**config.mk**
```make
export PLATFORM = sky130hd
export DESIGN_NAME = io_irq_ctrl
export DESIGN_NICKNAME = d
export VERILOG_FILES = /design/src/rtl/io_irq_pkg.sv /design/src/rtl/io_edge_sync.sv /design/src/rtl/io_irq_ctrl.sv
export SDC_FILE = /design/constraint.sdc
export NUM_CORES = 1
export LEC_CHECK = 0
export BUFFER_PORTS_ARGS = -buffer_cell sky130_fd_sc_hd__buf_2
export CAP_MARGIN = 20
export CORE_MARGIN = 2
export CORE_UTILIZATION = 25
export DETAILED_ROUTE_END_ITERATION = 8
export SYNTH_ARGS = -nofsm -noshare
export SYNTH_HDL_FRONTEND = slang
export SYNTH_HIERARCHICAL = 1
export SYNTH_SLANG_ARGS = --single-unit
```
**constraint.sdc**
```tcl
create_clock -name clk -period 1.59 [get_ports clk]
set_input_delay 0.318 -clock clk [delete_from_list [all_inputs] [get_ports clk]]
set_output_delay 0.318 -clock clk [all_outputs]
set_load 0.005 [all_outputs]
```
**src/rtl/io_irq_pkg.sv**
```systemverilog
// rtl/io_irq_pkg.sv - shared constants, FSM encoding and priority helper for io_irq_ctrl
package io_irq_pkg;

    localparam int NSRC       = 5;
    localparam int ID_W       = 3;
    localparam int SRC_TIMER  = 0;
    localparam int SRC_BTN0   = 1;
    localparam int SRC_BTN1   = 2;
    localparam int SRC_BTN2   = 3;
    localparam int SRC_BTN3   = 4;

    typedef enum logic [1:0] {
        ST_IDLE    = 2'd0,
        ST_REQ     = 2'd1,
        ST_SERVICE = 2'd2
    } irq_state_t;

    // Lowest set index wins; index 0 (timer) is highest priority.
    function automatic logic [ID_W-1:0] prio_pick(input logic [NSRC-1:0] req);
        logic [ID_W-1:0] pick;
        pick = '0;
        for (int i = NSRC - 1; i >= 0; i--) begin
            if (req[i]) begin
                pick = ID_W'(i);
            end
        end
        return pick;
    endfunction

endpackage

```
**src/rtl/io_edge_sync.sv**
```systemverilog
// rtl/io_edge_sync.sv - button synchronizer (reset to unpressed) with falling-edge pulse
module io_edge_sync #(
    parameter int SYNC_STAGES = 2
) (
    input  logic clk,
    input  logic reset,
    input  logic din,
    output logic fall
);

    logic [SYNC_STAGES-1:0] sync_q;
    logic                   prev_q;

    always_ff @(posedge clk) begin
        if (!reset) begin
            sync_q <= '1;
            prev_q <= 1'b1;
        end else begin
            sync_q <= {sync_q[SYNC_STAGES-2:0], din};
            prev_q <= sync_q[SYNC_STAGES-1];
        end
    end

    assign fall = prev_q & ~sync_q[SYNC_STAGES-1];

endmodule

```
**src/rtl/io_irq_ctrl.sv**
```systemverilog
// rtl/io_irq_ctrl.sv - latches timer/button events and hands them to the CPU one at a time
module io_irq_ctrl
    import io_irq_pkg::*;
#(
    parameter int SYNC_STAGES = 2
) (
    input  logic            clk,
    input  logic            reset,
    input  logic            i_timer,
    input  logic [3:0]      buttons,
    input  logic            mask_we,
    input  logic [NSRC-1:0] mask_in,
    input  logic            ovf_clr,
    input  logic            irq_ack,
    input  logic            irq_eoi,
    output logic            irq,
    output logic [ID_W-1:0] irq_id,
    output logic [NSRC-1:0] pending,
    output logic [NSRC-1:0] mask,
    output logic [NSRC-1:0] ovf
);

    logic [3:0]      btn_fall;
    logic            timer_prev;
    logic [NSRC-1:0] ev;
    logic [NSRC-1:0] grant_clr;
    logic [NSRC-1:0] eligible;
    irq_state_t      state, state_n;
    logic [ID_W-1:0] id_n;

    for (genvar b = 0; b < 4; b++) begin : g_btn
        io_edge_sync #(.SYNC_STAGES(SYNC_STAGES)) u_sync (
            .clk  (clk),
            .reset(reset),
            .din  (buttons[b]),
            .fall (btn_fall[b])
        );
    end

    assign ev       = {btn_fall, i_timer & ~timer_prev};
    assign eligible = pending & ~mask;

    always_comb begin
        grant_clr = '0;
        if (state == ST_REQ && irq_ack) begin
            grant_clr[irq_id] = 1'b1;
        end
    end

    always_comb begin
        state_n = state;
        id_n    = irq_id;
        case (state)
            ST_IDLE: begin
                if (|eligible) begin
                    id_n    = prio_pick(eligible);
                    state_n = ST_REQ;
                end
            end
            // An ack in the same cycle as a mask change still completes the grant.
            ST_REQ: begin
                if (irq_ack) begin
                    state_n = ST_SERVICE;
                end else if (mask[irq_id]) begin
                    state_n = ST_IDLE;
                end
            end
            ST_SERVICE: begin
                if (irq_eoi) begin
                    state_n = ST_IDLE;
                end
            end
            default: state_n = ST_IDLE;
        endcase
    end

    always_ff @(posedge clk) begin
        if (!reset) begin
            state      <= ST_IDLE;
            irq        <= 1'b0;
            irq_id     <= '0;
            pending    <= '0;
            ovf        <= '0;
            mask       <= '1;
            timer_prev <= 1'b0;
        end else begin
            state      <= state_n;
            irq        <= (state_n == ST_REQ);
            irq_id     <= id_n;
            // New events override the grant clear; overflow only when the bit stays set.
            pending    <= (pending & ~grant_clr) | ev;
            ovf        <= (ovf & ~{NSRC{ovf_clr}}) | (ev & pending & ~grant_clr);
            timer_prev <= i_timer;
            if (mask_we) begin
                mask <= mask_in;
            end
        end
    end

endmodule

```
==> impl_metrics.toml, run 1 <==
[status]
status = "complete, no violations"

[sta]
fmax_mhz = 756.8
hold_viol = 0
rsz0062_at_grt = "no"
tns_ns = 0
slew_viol_final = 0
setup_ws_ns = 0.2686
holdWs_ns = 0.2041
fin_crit_ns = 1.321
finalCritPeriodShare_pct = 83.11
clock_skew_ns = 0.002919
tightestPinTransition_ns = 0.4473
relSlewSlack_pct = 70.12
setup_viol = 0

[pwr]
power.total_mw = 1.659
power_leakage_nw = 0.6913
seqPwrFrac_pct = 55.1
switching_share_pct = 24.35
peakVddDrop_v = 0.0005005
clockPowerShare_pct = 36.1
internal_power_mw = 1.255
cellPowerDensity_nw_per_um2 = 1011
p_switching_uw = 403.8
combPwrFrac_pct = 8.8

[cts]
cts_tree = "yes"
ctsResizeCount = 0
clock_sinks = 34
cts_hold_buf = 0
cts_setup_buffers = 0
clkLatencyLatePin_ns = 0.29
cts_root_buffer = "clkbuf_8"
htreeDepth = 2
clkTransAtPathRegs_ns = 0.07
clockBufferDepth = 2
cts_made_buffers = 5

[grt]
grt_start_max_net_pins = 24
grt_pass1_vias = 996
antenna_found_initial = 0
grt_usage_pct = 10.66
overflow = 0
grt_pass1_wl_mm = 4.747

[hold_path]
hp-class = "in -> reg"
min_from = "buttons[2]"
hold_depth = 2
hold_end = "g_btn[2].u_sync/sync_q[0]"

[route]
drt-initial-drc-count = 37
ant_nets = 0
vias_per_cell = 4.154
firstDrtPassIters = 4
route.detailed.drc = 0
wl_per_cell_um = 11.63
vias = 1022
drt_wl_total_mm = 2.862

[placement]
preCtsSetupSlack_ns = 0.2946
port_buffers = 34
dpl.hpwl_mm = 2.120
place_area_um2 = 1562
gp_congestion = 0.7861
place_inst = 239

[final_layout]
instances_no_fill = 246
syn_to_final_growth_pct = 25.10
finalInstanceArea_um2 = 1640
fin_util_pct = 32.32
final_nets = 192
num_antenna_cells = 0
drive_gt1_share_pct = 27.27
n_fill_cell = 572

[worst_setup_path]
reg2reg_slack_ns = 0.27
r2r_end = "state[0]"
worstPathRequired_ns = 1.80
startpoint = "irq_id[1]"
cp_data_arrival_time_ns = 1.54
ff2ff_path_depth = 4
crit_fanout = 10
crit_path_start_kind = "flip-flop"
crit_type = "reg -> reg"
r2r_start = "irq_id[1]"
end_kind = "flip-flop"

[floorplanning]
core_area_um2 = 5075
die_y_um = 76.42
die_area_um2 = 5840
io-pin-count = 35
rows = 26
start_util_pct = 25.84
fp.dieW_um = 76.42

[synthesis]
syn_inst = 137
synth_most_common_cell = "dfxtp_1"
synth_area_leaders = "dfxtp_1, nand2b_1, nand2_1"
yosysTopAreaCell = "dfxtp_1"
ys_warn_count = 6
synth_edf_count = 0
ys_ff_latch = 34
synth_fp_nets = 153
ys_top_cells_by_count = "dfxtp_1, nand2b_1, nand2_1"
ys.flop_type = "dfxtp_1"
postSynthAreaPerCell_um2 = 9.571
syn-cell-area_um2 = 1311
async_flop_share_pct = 0
synth_top_area_share_pct = 51.91
synth_sequential_area_ratio_pct = 51.91
synth.distinct_cells = 30

[run]
maxCapViolCount = 0
[cell type report]
type / count / area (um2) / area share [%]
Clock buffer: 5 / 68.82 / 4.195
Timing Repair Buffer: 36 / 185.2 / 11.29
Sequential cell: 34 / 680.7 / 41.50
Multi-Input combinational cell: 94 / 589.3 / 35.93
Clock inverter: 2 / 10.01 / 0.6102
Tap cell: 70 / 87.58 / 5.339
Inverter: 5 / 18.77 / 1.144
[routing by layer]
metal | vias up | GRT usage [%] | wire length, um | share of wire (%)
met5 | - | 0 | 0 | 0
met4 | 0 | 6.545 | 69 | 2.4
met3 | 7 | 4.028 | 177 | 6.2
met2 | 30 | 15.22 | 1176 | 41
met1 | 449 | 13.48 | 1438 | 50
li1 | 536 | - | - | -
[flip-flops by register name (all words and copies together) (netlist names)]
signal / count
timer_prev: 1
irq: 1
state: 2
ovf: 5
mask: 5
g_btn.u_sync/sync_q: 8
irq_id: 3
g_btn.u_sync/prev_q: 4
pending: 5
[kinds of logic (layout without fill, tap and decap cells)]
kind of cell,Yosys count,in the layout,share of synthesized area (%)
buf+inv,9,48,3.149
compound gates,25,25,14.69
mux,6,6,4.962
flops,34,34,51.91
simple gates,63,63,25.29
[power groups by stage]
stage / Combinational [mW] / Sequential, mW / Clock (mW)
floorplan: 0.0867 / 0.927 / 0
global placement: 0.147 / 0.933 / 0
detailed placement: 0.148 / 0.934 / 0
CTS: 0.148 / 0.915 / 0.620
global route: 0.164 / 0.918 / 0.660
finish: 0.146 / 0.915 / 0.598
[cells in the final DEF (no fill, tap or decap), types with 3 or more instances in the layout]
cell type and instances:
mux2i_1 5, nor2b_1 9, nand2_1 15, o21ai_0 3, nor2_1 14, clkbuf_8 5
dfxtp_1 34, a21oi_1 8, buf_2 34, nand2b_1 16, o211ai_1 3, inv_1 5
[worst max-delay path by stage]
| stage | cells past startpoint | to | slack (ns) |
|---|---|---|---|
| 2_1_floorplan | 5 | irq | 0.39 |
| 3_3_place_gp | 4 | state[0] | 0.32 |
| 3_5_place_dp | 4 | state[0] | 0.29 |
| 4_1_cts | 4 | state[0] | 0.27 |
| 5_1_grt | 4 | irq | 0.20 |
| 6_report | 4 | state[0] | 0.27 |
[worst max-delay path, cell delays in order (launching register included)]
cell	delay (ns)
dfxtp_1	0.52
mux2_4	0.34
a22oi_2	0.19
o221ai_2	0.11
o21ai_0	0.09
(Power assumes the default switching activity.)
==> run 2: changes to the inputs <==
==> constraint.sdc (replaced) <==
create_clock -name clk -period 1.1 [get_ports clk]
set_input_delay 0.22 -clock clk [delete_from_list [all_inputs] [get_ports clk]]
set_output_delay 0.22 -clock clk [all_outputs]
set_load 0.005 [all_outputs]
==> run 2 against run 1 <==
The run now ends with negative setup slack left. First-iteration DRC count is the same. Sequential cell count is the same. Sequential power grew 44%. Setup slack lost 0.37 ns.
==> impl_metrics.toml, run 2 (synthesized netlist as in run 1, its figures left out) <==
[sta]
setup_viol = 10
tns_ns = -0.4773
rsz0062_at_grt = "yes"
relSlewSlack_pct = 78.54
hold_viol = 0
slew_viol_final = 0
clock_skew_ns = 0.003534
tightestPinTransition_ns = 0.3208
finalCritPeriodShare_pct = 109.2
fmax_mhz = 832.5
fin_crit_ns = 1.201
setup_ws_ns = -0.1012
holdWs_ns = 0.1113

[pwr]
power_leakage_nw = 0.8441
peakVddDrop_v = 0.0009624
cellPowerDensity_nw_per_um2 = 1252
power.total_mw = 2.518

[route]
drt-initial-drc-count = 37
met3_length_um = 152
firstDrtPassIters = 4
vias = 1141
vias_per_cell = 4.257
drt_wl_total_mm = 3.195
wl_met1_mm = 1.535
top_layer = "met4"
ant_nets = 0
met2WireLength_mm = 1.476
wl_per_cell_um = 11.92
route.detailed.drc = 0

[floorplanning]
core_area_um2 = 5075
fp.dieW_um = 76.42
start_util_pct = 25.84
rows = 26
die_area_um2 = 5840
io-pin-count = 35
die_y_um = 76.42

[final_layout]
final_common_cell = "buf_2"
syn_to_final_growth_pct = 53.34
drive_gt1_share_pct = 48.99
final_nets = 214
multi_input_area_um2 = 686.9
num_antenna_cells = 0
most-common-layout-cells = "buf_2, dfxtp_1, buf_6"
n_fill_cell = 546
finalInstanceArea_um2 = 2011
regArea_um2 = 703.2
largest_reg_flops = 8
regMostFlops = "g_btn.u_sync/sync_q"

[hold_path]
min_from = "buttons[1]"
hp-class = "in -> reg"

[placement]
dpl.hpwl_mm = 2.265
gp_congestion = 0.8072
port_buffers = 34
place_area_um2 = 1704
preCtsSetupSlack_ns = -0.1270

[worst_setup_path]
end_kind = "flip-flop"
r2r_start = "irq_id[1]"
r2r_end = "state[0]"
startpoint = "irq_id[1]"
crit_path_start_kind = "flip-flop"
crit_type = "reg -> reg"
ff2ff_path_depth = 4
crit_path_end = "state[0]"
crit_fanout = 5
cp_data_arrival_time_ns = 1.41
reg2reg_slack_ns = -0.10
worstPathRequired_ns = 1.31

[run]
maxCapViolCount = 0

[status]
status = "complete, but fails checks"
violations = "negative setup slack"

[grt]
overflow = 0
grt_pass1_wl_mm = 5.154
antenna_found_initial = 0
grt_pass1_vias = 1078
grt_start_max_net_pins = 24
grt_usage_pct = 11.41

[cts]
clock_sinks = 34
cts_made_buffers = 5
clockBufferDepth = 2
clkTransAtPathRegs_ns = 0.07
cts_tree = "yes"
cts_root_buffer = "clkbuf_8"
htreeDepth = 2
cts_hold_buf = 0
clkLatencyLatePin_ns = 0.28
run 2: repair_timing:
item | 4_1_cts | 5_1_grt
pin swaps | 4 | 6
gates cloned | 0 | 0
buffers inserted | 3 | 1
setup endpoints to repair | 17 | 23
resized for setup | 27 | 24
run 2: per-layer routing:
layer	global-route usage, %	vias to the layer above
met5	0	-
met4	4.364	0
met2	16.99	29
met3	4.739	4
met1	14.65	522
li1	-	586
run 2: final cells by class:
| type | instances | area share (%) |
|---|---|---|
| clock buffer | 6 | 3.609 |
| tap | 70 | 4.356 |
| timing repair buffer | 58 | 21.59 |
| inverter | 5 | 0.9334 |
| multi-input combinational | 94 | 34.16 |
| sequential | 34 | 34.97 |
| clock inverter | 1 | 0.3734 |
run 2: metrics by stage:
stage          util (%)  instances
3_5_place_dp      33.58        257
3_3_place_gp      33.58        257
4_1_cts           37.43        267
2_1_floorplan         -        137
6_report          39.62        268
5_1_grt           39.62        268
run 2: critical path: stages, from the launching register on:
cell      delay [ns]
dfxtp_4         0.39
mux2_4          0.31
a22oi_2         0.19
o221ai_2        0.13
o21ai_1         0.11
run 2: worst min path at each step:
stage                                endpoint  cells after the start  slack (ns)
CTS                 g_btn[1].u_sync/sync_q[0]                      2        0.11
floorplan              g_btn[0].u_sync/prev_q                      1        0.29
global route        g_btn[3].u_sync/sync_q[0]                      2        0.10
finish              g_btn[1].u_sync/sync_q[0]                      2        0.11
detailed placement  g_btn[2].u_sync/sync_q[1]                      1        0.40
global placement    g_btn[3].u_sync/sync_q[1]                      1        0.39
run 2: report_power, final:
group          internal [mW]  switching (mW)  total [mW]  leakage, nW
logic                  0.187           0.138       0.324        0.525
registers               1.28          0.0382        1.32        0.281
clock network          0.434           0.438       0.871       0.0373
==> run 3: changes to the inputs <==
--- a/config.mk
+++ b/config.mk
@@ -5,8 +5,10 @@
 export SDC_FILE = /design/constraint.sdc
 export NUM_CORES = 1
 export LEC_CHECK = 0
+export ABC_AREA = 1
 export BUFFER_PORTS_ARGS = -buffer_cell sky130_fd_sc_hd__buf_2
 export CAP_MARGIN = 20
+export CORE_ASPECT_RATIO = 0.9
 export CORE_MARGIN = 2
 export CORE_UTILIZATION = 25
 export DETAILED_ROUTE_END_ITERATION = 8
==> run 3 against run 2 <==
The run still ends with negative setup slack left. Critical path depth fell by 2. Sequential cell count unchanged. Via count up 5.3%. Setup slack better by 0.099 ns. Routed wire length shrank 2.2%. Critical path type is now reg -> out. Largest power group unchanged.
==> impl_metrics.toml, run 3 <==
[status]
status = "complete, but fails checks"
violations = "negative setup slack"

[worst_setup_path]
crit_fanout = 4
crit_type = "reg -> out"
end_kind = "output pin"
worstPathRequired_ns = 0.88
r2r_start = "irq_id[0]"
cp_data_arrival_time_ns = 0.88
startpoint = "irq_id[0]"
crit_path_start_kind = "flip-flop"

[synthesis]
syn-cell-area_um2 = 1279
async_flop_share_pct = 0
synth.distinct_cells = 18
synth_edf_count = 0
synth_top_area_share_pct = 53.23
synth_sequential_area_ratio_pct = 53.23
ys_top_cells_by_count = "nand2_1, dfxtp_1, inv_1"
postSynthAreaPerCell_um2 = 7.478
synth_area_leaders = "dfxtp_1, nand2_1, inv_1"
synth_most_common_cell = "nand2_1"
synth_fp_nets = 187
ys_warn_count = 6
yosysTopAreaCell = "dfxtp_1"
syn_inst = 171
ys.flop_type = "dfxtp_1"
ys_ff_latch = 34

[grt]
overflow = 0
grt_start_max_net_pins = 19
grt_pass1_vias = 1075
antenna_found_initial = 0
grt_pass1_wl_mm = 4.933
grt_usage_pct = 11.58

[floorplanning]
die_area_um2 = 5704
io-pin-count = 35
start_util_pct = 26.12
rows = 24
core_area_um2 = 4895
fp.dieW_um = 79.39
die_y_um = 71.85

[pwr]
cellPowerDensity_nw_per_um2 = 1473
power.total_mw = 2.609
power_leakage_nw = 0.9067
peakVddDrop_v = 0.0007671

[final_layout]
final_nets = 234
largest_reg_flops = 8
finalInstanceArea_um2 = 1772
final_common_cell = "buf_2"
syn_to_final_growth_pct = 38.55
most-common-layout-cells = "buf_2, nand2_1, inv_1"
num_antenna_cells = 0
regMostFlops = "g_btn.u_sync/sync_q"
drive_gt1_share_pct = 40.18

[cts]
clkTransAtPathRegs_ns = 0.07
htreeDepth = 2
clkLatencyLatePin_ns = 0.29
cts_made_buffers = 5
clock_sinks = 34
cts_hold_buf = 0
cts_tree = "yes"
clockBufferDepth = 2
cts_root_buffer = "clkbuf_8"

[route]
wl_met1_mm = 1.410
vias = 1201
top_layer = "met4"
vias_per_cell = 4.229
ant_nets = 0
drt-initial-drc-count = 44
wl_per_cell_um = 11.01
met2WireLength_mm = 1.489
route.detailed.drc = 0
met3_length_um = 183
drt_wl_total_mm = 3.126
firstDrtPassIters = 4

[sta]
relSlewSlack_pct = 76.50
holdWs_ns = 0.08959
setup_ws_ns = -0.002625
fmax_mhz = 906.9
slew_viol_final = 0
finalCritPeriodShare_pct = 100.2
fin_crit_ns = 1.103
rsz0062_at_grt = "yes"
setup_viol = 1
tightestPinTransition_ns = 0.3519
clock_skew_ns = 0.006212
hold_viol = 0

[placement]
port_buffers = 34
gp_congestion = 0.7917
place_area_um2 = 1553
dpl.hpwl_mm = 2.220

[hold_path]
min_from = "buttons[1]"
hp-class = "in -> reg"

[run]
maxCapViolCount = 0
## run 3: cell count changes after synthesis, sizes merged, moves of 2 or more
cell / change
nand4: +3
nand2: +23
nor2b: -9
o31ai: -2
nand2b: -16
a21oi: +11
a31oi: -2
nand3: +10
o21ai: +3
nor2: +2
inv: +29
mux2i: -5
## run 3: area by class of cell
cell class	count	area (um2)
clock inverter	2	12.51
multi-input combinational	100	499.2
timing repair buffer	43	267.8
fill	527	3123
sequential	34	700.7
clock buffer	6	82.58
inverter	34	127.6
tap	65	81.33
## run 3: timing repair
| action | 4_1_cts | 5_1_grt |
|---|---|---|
| pin swaps | 2 | 12 |
| endpoints found under the setup margin | 8 | 16 |
| setup buffers | 1 | 3 |
| resized for setup | 15 | 27 |
| hold endpoints to repair | 0 | 0 |
## run 3: power by group
group	switching, mW	internal (mW)	leakage [nW]
registers	0.0427	1.29	0.283
logic	0.159	0.140	0.577
clock network	0.471	0.503	0.0472
## run 3: final timing paths
check             depth (start not counted)  slack [ns]                        end
hold reg to reg                           2        0.40  g_btn[3].u_sync/sync_q[1]
setup reg to reg                          6        0.03                        irq
hold / removal                            3        0.09  g_btn[1].u_sync/sync_q[0]
setup / recovery                          2      -0.003                  irq_id[0]
## run 3: routing by layer
metal  vias up  track usage, %
met5         -               0
met4         0           5.364
met3         5           5.416
met2        23           17.70
met1       546           13.84
li1        627               -
## run 3: through the flow
step | utilization, % | std cells | worst slack, ns | TNS [ns]
after global routing | 36.20 | 284 | -0.03566 | -0.1908
after floorplan | - | 171 | 0.07188 | 0
after CTS | 34.56 | 281 | -0.002724 | -0.005214
after global placement | 31.72 | 272 | -0.08180 | -0.1696
after detailed placement | 31.72 | 272 | -0.1017 | -0.2228
final | 36.20 | 284 | -0.002625 | -0.002625
## run 3: kinds of logic after synthesis
| group | count (synthesis) | synth area share (%) |
|---|---|---|
| AO/OA/AOI/OAI | 29 | 11.94 |
| buffers and inverters | 37 | 11.15 |
| flip-flops | 34 | 53.23 |
| AND/OR/NAND/NOR | 71 | 23.68 |
## run 3: critical path: stages, from the launching register on
cell	delay (ns)
dfxtp_4	0.37
buf_6	0.12
buf_6	0.10
